## src/rtl/data_unpacker_rb_resp.sv

```systemverilog
// Read-response stage: turns tagged FIFO read beats into a keep/last AXI-Stream
// and owns burst abort (forward to requester, discard in-flight beats of that burst).
module data_unpacker_rb_resp #(
   parameter int CHANS         = 4,
   parameter int DATA_WIDTH    = 16 << CHANS,
   parameter int DATA_BITS     = $clog2(CHANS) + 1,
   parameter int DAC_CMD_WIDTH = 1,
   parameter int ID_WIDTH      = DAC_CMD_WIDTH + DATA_BITS + 1,
   parameter int STAT_WIDTH    = 32,
   localparam int LANES        = 2 ** DATA_BITS
) (
   input  logic                     clk,
   input  logic                     rst_n,
   input  logic [DATA_WIDTH-1:0]    s_fifo_rdata,
   input  logic [ID_WIDTH-1:0]      s_fifo_rid,
   input  logic                     s_fifo_rvalid,
   output logic                     s_fifo_rready,
   input  logic [DAC_CMD_WIDTH-1:0] s_abort_id,
   input  logic                     s_abort_valid,
   output logic                     s_abort_ready,
   output logic [DAC_CMD_WIDTH-1:0] m_abort_id,
   output logic                     m_abort_valid,
   output logic [DATA_WIDTH-1:0]    m_tdata,
   output logic [LANES-1:0]         m_tkeep,
   output logic                     m_tlast,
   output logic [DAC_CMD_WIDTH-1:0] m_tid,
   output logic                     m_tvalid,
   input  logic                     m_tready,
   output logic [STAT_WIDTH-1:0]    stat_beats,
   output logic [STAT_WIDTH-1:0]    stat_dropped,
   output logic [STAT_WIDTH-1:0]    stat_bursts,
   output logic                     abort_state
);

   localparam int ENT_W = DAC_CMD_WIDTH + 1 + LANES + DATA_WIDTH;

   typedef enum logic {IDLE = 1'b0, DROP = 1'b1} abort_state_t;

   abort_state_t             state, state_n;
   logic [DAC_CMD_WIDTH-1:0] abort_id_r;
   logic                     abort_pulse_r;
   logic                     abort_ready_r;
   logic                     rready_r;
   logic                     rready_n;
   logic [1:0]               cnt, cnt_n;
   logic [1:0]               wr_idx;
   logic [ENT_W-1:0]         slot   [3];
   logic [ENT_W-1:0]         slot_n [3];
   logic [ENT_W-1:0]         new_ent;
   logic [LANES-1:0]         beat_keep;
   logic [STAT_WIDTH-1:0]    beats_r, dropped_r, bursts_r;

   // Handshakes are strict valid/ready: a transfer happens on a rising clk edge
   // where both are high; valid never waits on ready and ready is always a flop.
   logic                     beat_acc, beat_drop, push, pop, abort_acc;
   logic [DAC_CMD_WIDTH-1:0] beat_cmd;
   logic                     beat_last;
   logic [DATA_BITS-1:0]     beat_n;

   assign beat_cmd  = s_fifo_rid[ID_WIDTH-1:DATA_BITS+1];
   assign beat_last = s_fifo_rid[0];
   assign beat_n    = s_fifo_rid[DATA_BITS:1];
   assign beat_acc  = s_fifo_rvalid & rready_r;
   assign beat_drop = beat_acc & (state == DROP) & (beat_cmd == abort_id_r);
   assign push      = beat_acc & ~beat_drop;
   assign pop       = (cnt != 2'd0) & m_tready;
   assign abort_acc = s_abort_valid & abort_ready_r;

   always_comb begin
      beat_keep = '1;
      if (beat_last && beat_n != '0)
         beat_keep = (LANES'(1) << beat_n) - LANES'(1);
   end

   assign new_ent = {beat_cmd, beat_last, beat_keep, s_fifo_rdata};

   // slot[0] is the output register, slot[1] the overflow register and slot[2]
   // the holding register that only fills while an abort is pending.
   always_comb begin
      slot_n = slot;
      if (pop) begin
         slot_n[0] = slot[1];
         slot_n[1] = slot[2];
      end
      wr_idx = cnt - {1'b0, pop};
      if (push) begin
         case (wr_idx)
            2'd0:    slot_n[0] = new_ent;
            2'd1:    slot_n[1] = new_ent;
            default: slot_n[2] = new_ent;
         endcase
      end
      cnt_n = cnt + {1'b0, push} - {1'b0, pop};
   end

   always_comb begin
      state_n = state;
      case (state)
         IDLE: if (abort_acc) state_n = DROP;
         DROP: if (beat_drop && beat_last) state_n = IDLE;
         default: state_n = IDLE;
      endcase
   end

   // While dropping, ready stays open as long as the holding slot is free so that
   // discarded beats never stall behind a full output buffer.
   assign rready_n = (cnt_n <= 2'd1) | ((state_n == DROP) & (cnt_n <= 2'd2));

   always_ff @(posedge clk or negedge rst_n) begin
      if (!rst_n) begin
         state         <= IDLE;
         abort_id_r    <= '0;
         abort_pulse_r <= 1'b0;
         abort_ready_r <= 1'b0;
         rready_r      <= 1'b0;
         cnt           <= 2'd0;
         slot[0]       <= '0;
         slot[1]       <= '0;
         slot[2]       <= '0;
         beats_r       <= '0;
         dropped_r     <= '0;
         bursts_r      <= '0;
      end else begin
         state         <= state_n;
         abort_pulse_r <= abort_acc;
         abort_ready_r <= (state_n == IDLE);
         rready_r      <= rready_n;
         cnt           <= cnt_n;
         slot[0]       <= slot_n[0];
         slot[1]       <= slot_n[1];
         slot[2]       <= slot_n[2];
         if (abort_acc)
            abort_id_r <= s_abort_id;
         if (pop)
            beats_r <= beats_r + STAT_WIDTH'(1);
         if (pop && slot[0][DATA_WIDTH+LANES])
            bursts_r <= bursts_r + STAT_WIDTH'(1);
         if (beat_drop)
            dropped_r <= dropped_r + STAT_WIDTH'(1);
      end
   end

   assign s_fifo_rready = rready_r;
   assign s_abort_ready = abort_ready_r;
   assign m_abort_valid = abort_pulse_r;
   assign m_abort_id    = abort_id_r;
   assign m_tvalid      = (cnt != 2'd0);
   assign {m_tid, m_tlast, m_tkeep, m_tdata} = slot[0];
   assign stat_beats    = beats_r;
   assign stat_dropped  = dropped_r;
   assign stat_bursts   = bursts_r;
   assign abort_state   = state;

endmodule

```

## config.mk

```make
export PLATFORM = sky130hd
export DESIGN_NAME = data_unpacker_rb_resp
export DESIGN_NICKNAME = d
export VERILOG_FILES = /design/src/rtl/data_unpacker_rb_resp.sv
export SDC_FILE = /design/constraint.sdc
export NUM_CORES = 2
export LEC_CHECK = 0
export CORE_MARGIN = 10
export CORE_UTILIZATION = 35
export CTS_BUF_LIST = sky130_fd_sc_hd__clkbuf_8
export CTS_CLUSTER_DIAMETER = 200
export DETAILED_ROUTE_END_ITERATION = 12
export PLACE_DENSITY_LB_ADDON = 0.3
export SLEW_MARGIN = 20
export SYNTH_ARGS = -nofsm -noshare
export SYNTH_HDL_FRONTEND = slang
export SYNTH_SLANG_ARGS = --single-unit
```

## constraint.sdc

```tcl
create_clock -name clk -period 6.3 [get_ports clk]
set_input_delay 1.26 -clock clk [delete_from_list [all_inputs] [get_ports clk]]
set_output_delay 1.26 -clock clk [all_outputs]
set_load 0.005 [all_outputs]
```

==> flow_summary.ini <==
[place]
gp_congestion = 0.792
preCtsSetupSlack_ps = 1580
placed_area_um2 = 46500
dp_hpwl_um = 69800
dp_cells = 5293
port_buffers = 634

[critical_path]
cp_max_fo = 75
critPathLaunchType = primary input
crit_type = primary input to flip-flop
cp-end-kind = flip-flop
cp.required_ps = 6970
crit_arrival_ps = 4600

[die]
initial_core_util_pct = 35.2
dieArea_um2 = 131000
pin_count = 635
core_area_um2 = 116000
die_y_um = 362
dieWidth_um = 362
std_cell_rows = 125

[sta]
worst_pin_slew_ps = 1140
fin_crit_sh_pct = 62.5
grt_setup_unrepaired = no
fin_crit_ps = 3930
hold_viol = 0
clock_skew_ps = 27.7
slew_headroom_pct = 24.0
timing.hold.ws_ps = 484
finalSetupTns_ps = 0
fin_ws_ps = 2370
drv_slew = 0
setup_viol = 0
clock.fmax_ghz = 0.254

[grt]
grt_pass1_vias = 27400
overflow = 0
antenna_found_initial = 26
grtUsageTotal_pct = 15.8
grt_pass1_wl_um = 166000
grt_start_max_net_pins = 207

[routing]
via_per_inst = 4.80
first_pass_iters = 5
post_drt_wl_per_cell_um = 18.9
drc = 0
vias = 26800
routed_wl_um = 106000
drtAntennaViolNets = 0
dr.first_iter.drc_count = 1773

[status]
status = complete, no violations

[final_layout]
layout.cells.non_filler = 5583
area_growth_pct = 21.3
drive_gt1_share_pct = 12.9
num-nets-final = 4203
post-route-cell-area_um2 = 49700
seqCellArea_um2 = 22500
fill_cells = 11100
multi_input_area_um2 = 15200

[power]
leakage_nw = 20.8
max-vdd-ir-drop_v = 0.000278
power_density_nw_per_um2 = 485

[synth]
synth_commonest_cells = 901 x dfrtp_1, 567 x nand2_1, 526 x mux2i_1, 364 x o21ai_1, 266 x buf_4
yosysSeqAreaShare_pct = 55.1
avgSynthCellArea_um2 = 11.4
ys_seq_elements = 901
yosysWarnings = 0
synth_edf_count = 0
syn_nets = 3849
async_flop_share_pct = 100
ys_top_cells_by_area = dfrtp_1 55%, mux2i_1 13%, mux2_2 7.3%
yosysMostFrequentCell = dfrtp_1
syn-cell-area_um2 = 40900
yosys.cell_types.count = 47
syn_inst = 3575
synthFlopType = dfrtp_1
synth_top_area_share_pct = 55.1
synth_area_leader_cell = dfrtp_1

[clock_tree]
cts_hold_buf = 0
clock-sinks = 901
insertion_delay_ps = 810
clk_path_buf_depth = 3
path_clk_slew_ps = 60
postCtsResizedCells = 0
cts_tree = built
cts_post_setup_buffers_inserted = 0
cts.htree.levels = 4
cts_buffers = 158
root_buffer = clkbuf_8

[min_path]
hp-class = flip-flop to flip-flop

[run]
cap_violations = 0
## kinds of logic after synthesis
group                    after synthesis  share of synthesized area (%)
flip-flops                           901                           55.1
multiplexers                         790                           20.1
AND/OR/NAND/NOR                      736                           7.61
AO/OA/AOI/OAI                        554                           7.00
buffers and inverters                489                           7.88
XOR/XNOR                              98                           2.10
adder cells (fa/ha/maj)                7                          0.214
## state kept, by name, summed over array words and instances, names as in the netlist
signal	cells
stat_beats	32
m_abort_id	1
m_tdata	256
m_tkeep	8
stat_bursts	32
m_abort_valid	1
m_tlast	1
m_tid	1
cnt	2
s_abort_ready	1
slot	532
s_fifo_rready	1
stat_dropped	32
abort_state	1
## where the power goes
| part | internal (mW) | switching [mW] |
|---|---|---|
| sequential | 8.56 | 1.59 |
| combinational | 4.73 | 3.92 |
| clock | 2.83 | 2.44 |
## cell usage in the layout, fill, tap and decap left out, types with 3 or more instances in the layout
cell	n
clkdlybuf4s50_1	633
clkbuf_8	195
and2_1	7
clkinv_2	7
ha_1	7
inv_8	3
o21ai_0	165
nor4_1	8
mux2i_1	526
buf_12	18
mux2_2	264
o21ai_1	364
a211oi_1	4
and3_1	14
nor3_1	13
diode_2	11
or3_1	4
nor2_1	22
nand3_1	37
a21oi_1	8
inv_1	78
dfrtp_1	901
inv_6	3
and4_1	10
xnor2_1	75
or4_1	3
nand2_1	567
nand4_1	38
xor2_1	23
buf_4	19
## routing by layer
layer	part of all wire (%)	wire [um]	track usage, %	vias to the layer above
li1	-	-	-	12800
met1	43	45500	20.1	13100
met2	46	49000	24.4	627
met3	7.4	7780	5.45	204
met4	3.0	3130	6.58	32
met5	0.21	224	0	-
## stage by stage
stage | total power, mW | util [%]
after floorplan | 16.3 | -
after global placement | 18.7 | 40.0
after detailed placement | 19.0 | 40.1
after CTS | 24.5 | 42.7
after global routing | 25.8 | 42.7
final | 24.1 | 42.7
## worst max-delay path, cell delays in order
cell	delay [ps]
clkdlybuf4s50_1	490
o21ai_1	80
buf_4	210
inv_8	270
ha_1	230
xor2_1	450
o2111a_4	640
buf_12	390
mux2_2	390
## layout make-up
class / instances / share of cell area (%)
timing repair buffer: 671 / 13.8
tap: 1524 / 3.84
clock buffer: 195 / 5.40
multi-input combinational: 2185 / 30.6
sequential: 901 / 45.4
clock inverter: 84 / 0.831
inverter: 12 / 0.106
antenna: 11 / 0.0554
## worst paths after layout
check	slack, ps	endpoint	cells past startpoint	startpoint
min	480	stat_bursts[31]	1	stat_bursts[31]
max	2370	slot[50]	9	m_tready
max reg2reg	2800	slot[50]	8	cnt[1]
max in group asynchronous	4450	slot[223]	2	rst_n
min in group asynchronous	510	m_tdata[95]	1	rst_n
min reg2reg	480	stat_bursts[31]	1	stat_bursts[31]
Note: power is estimated with default switching activity, not from simulation.
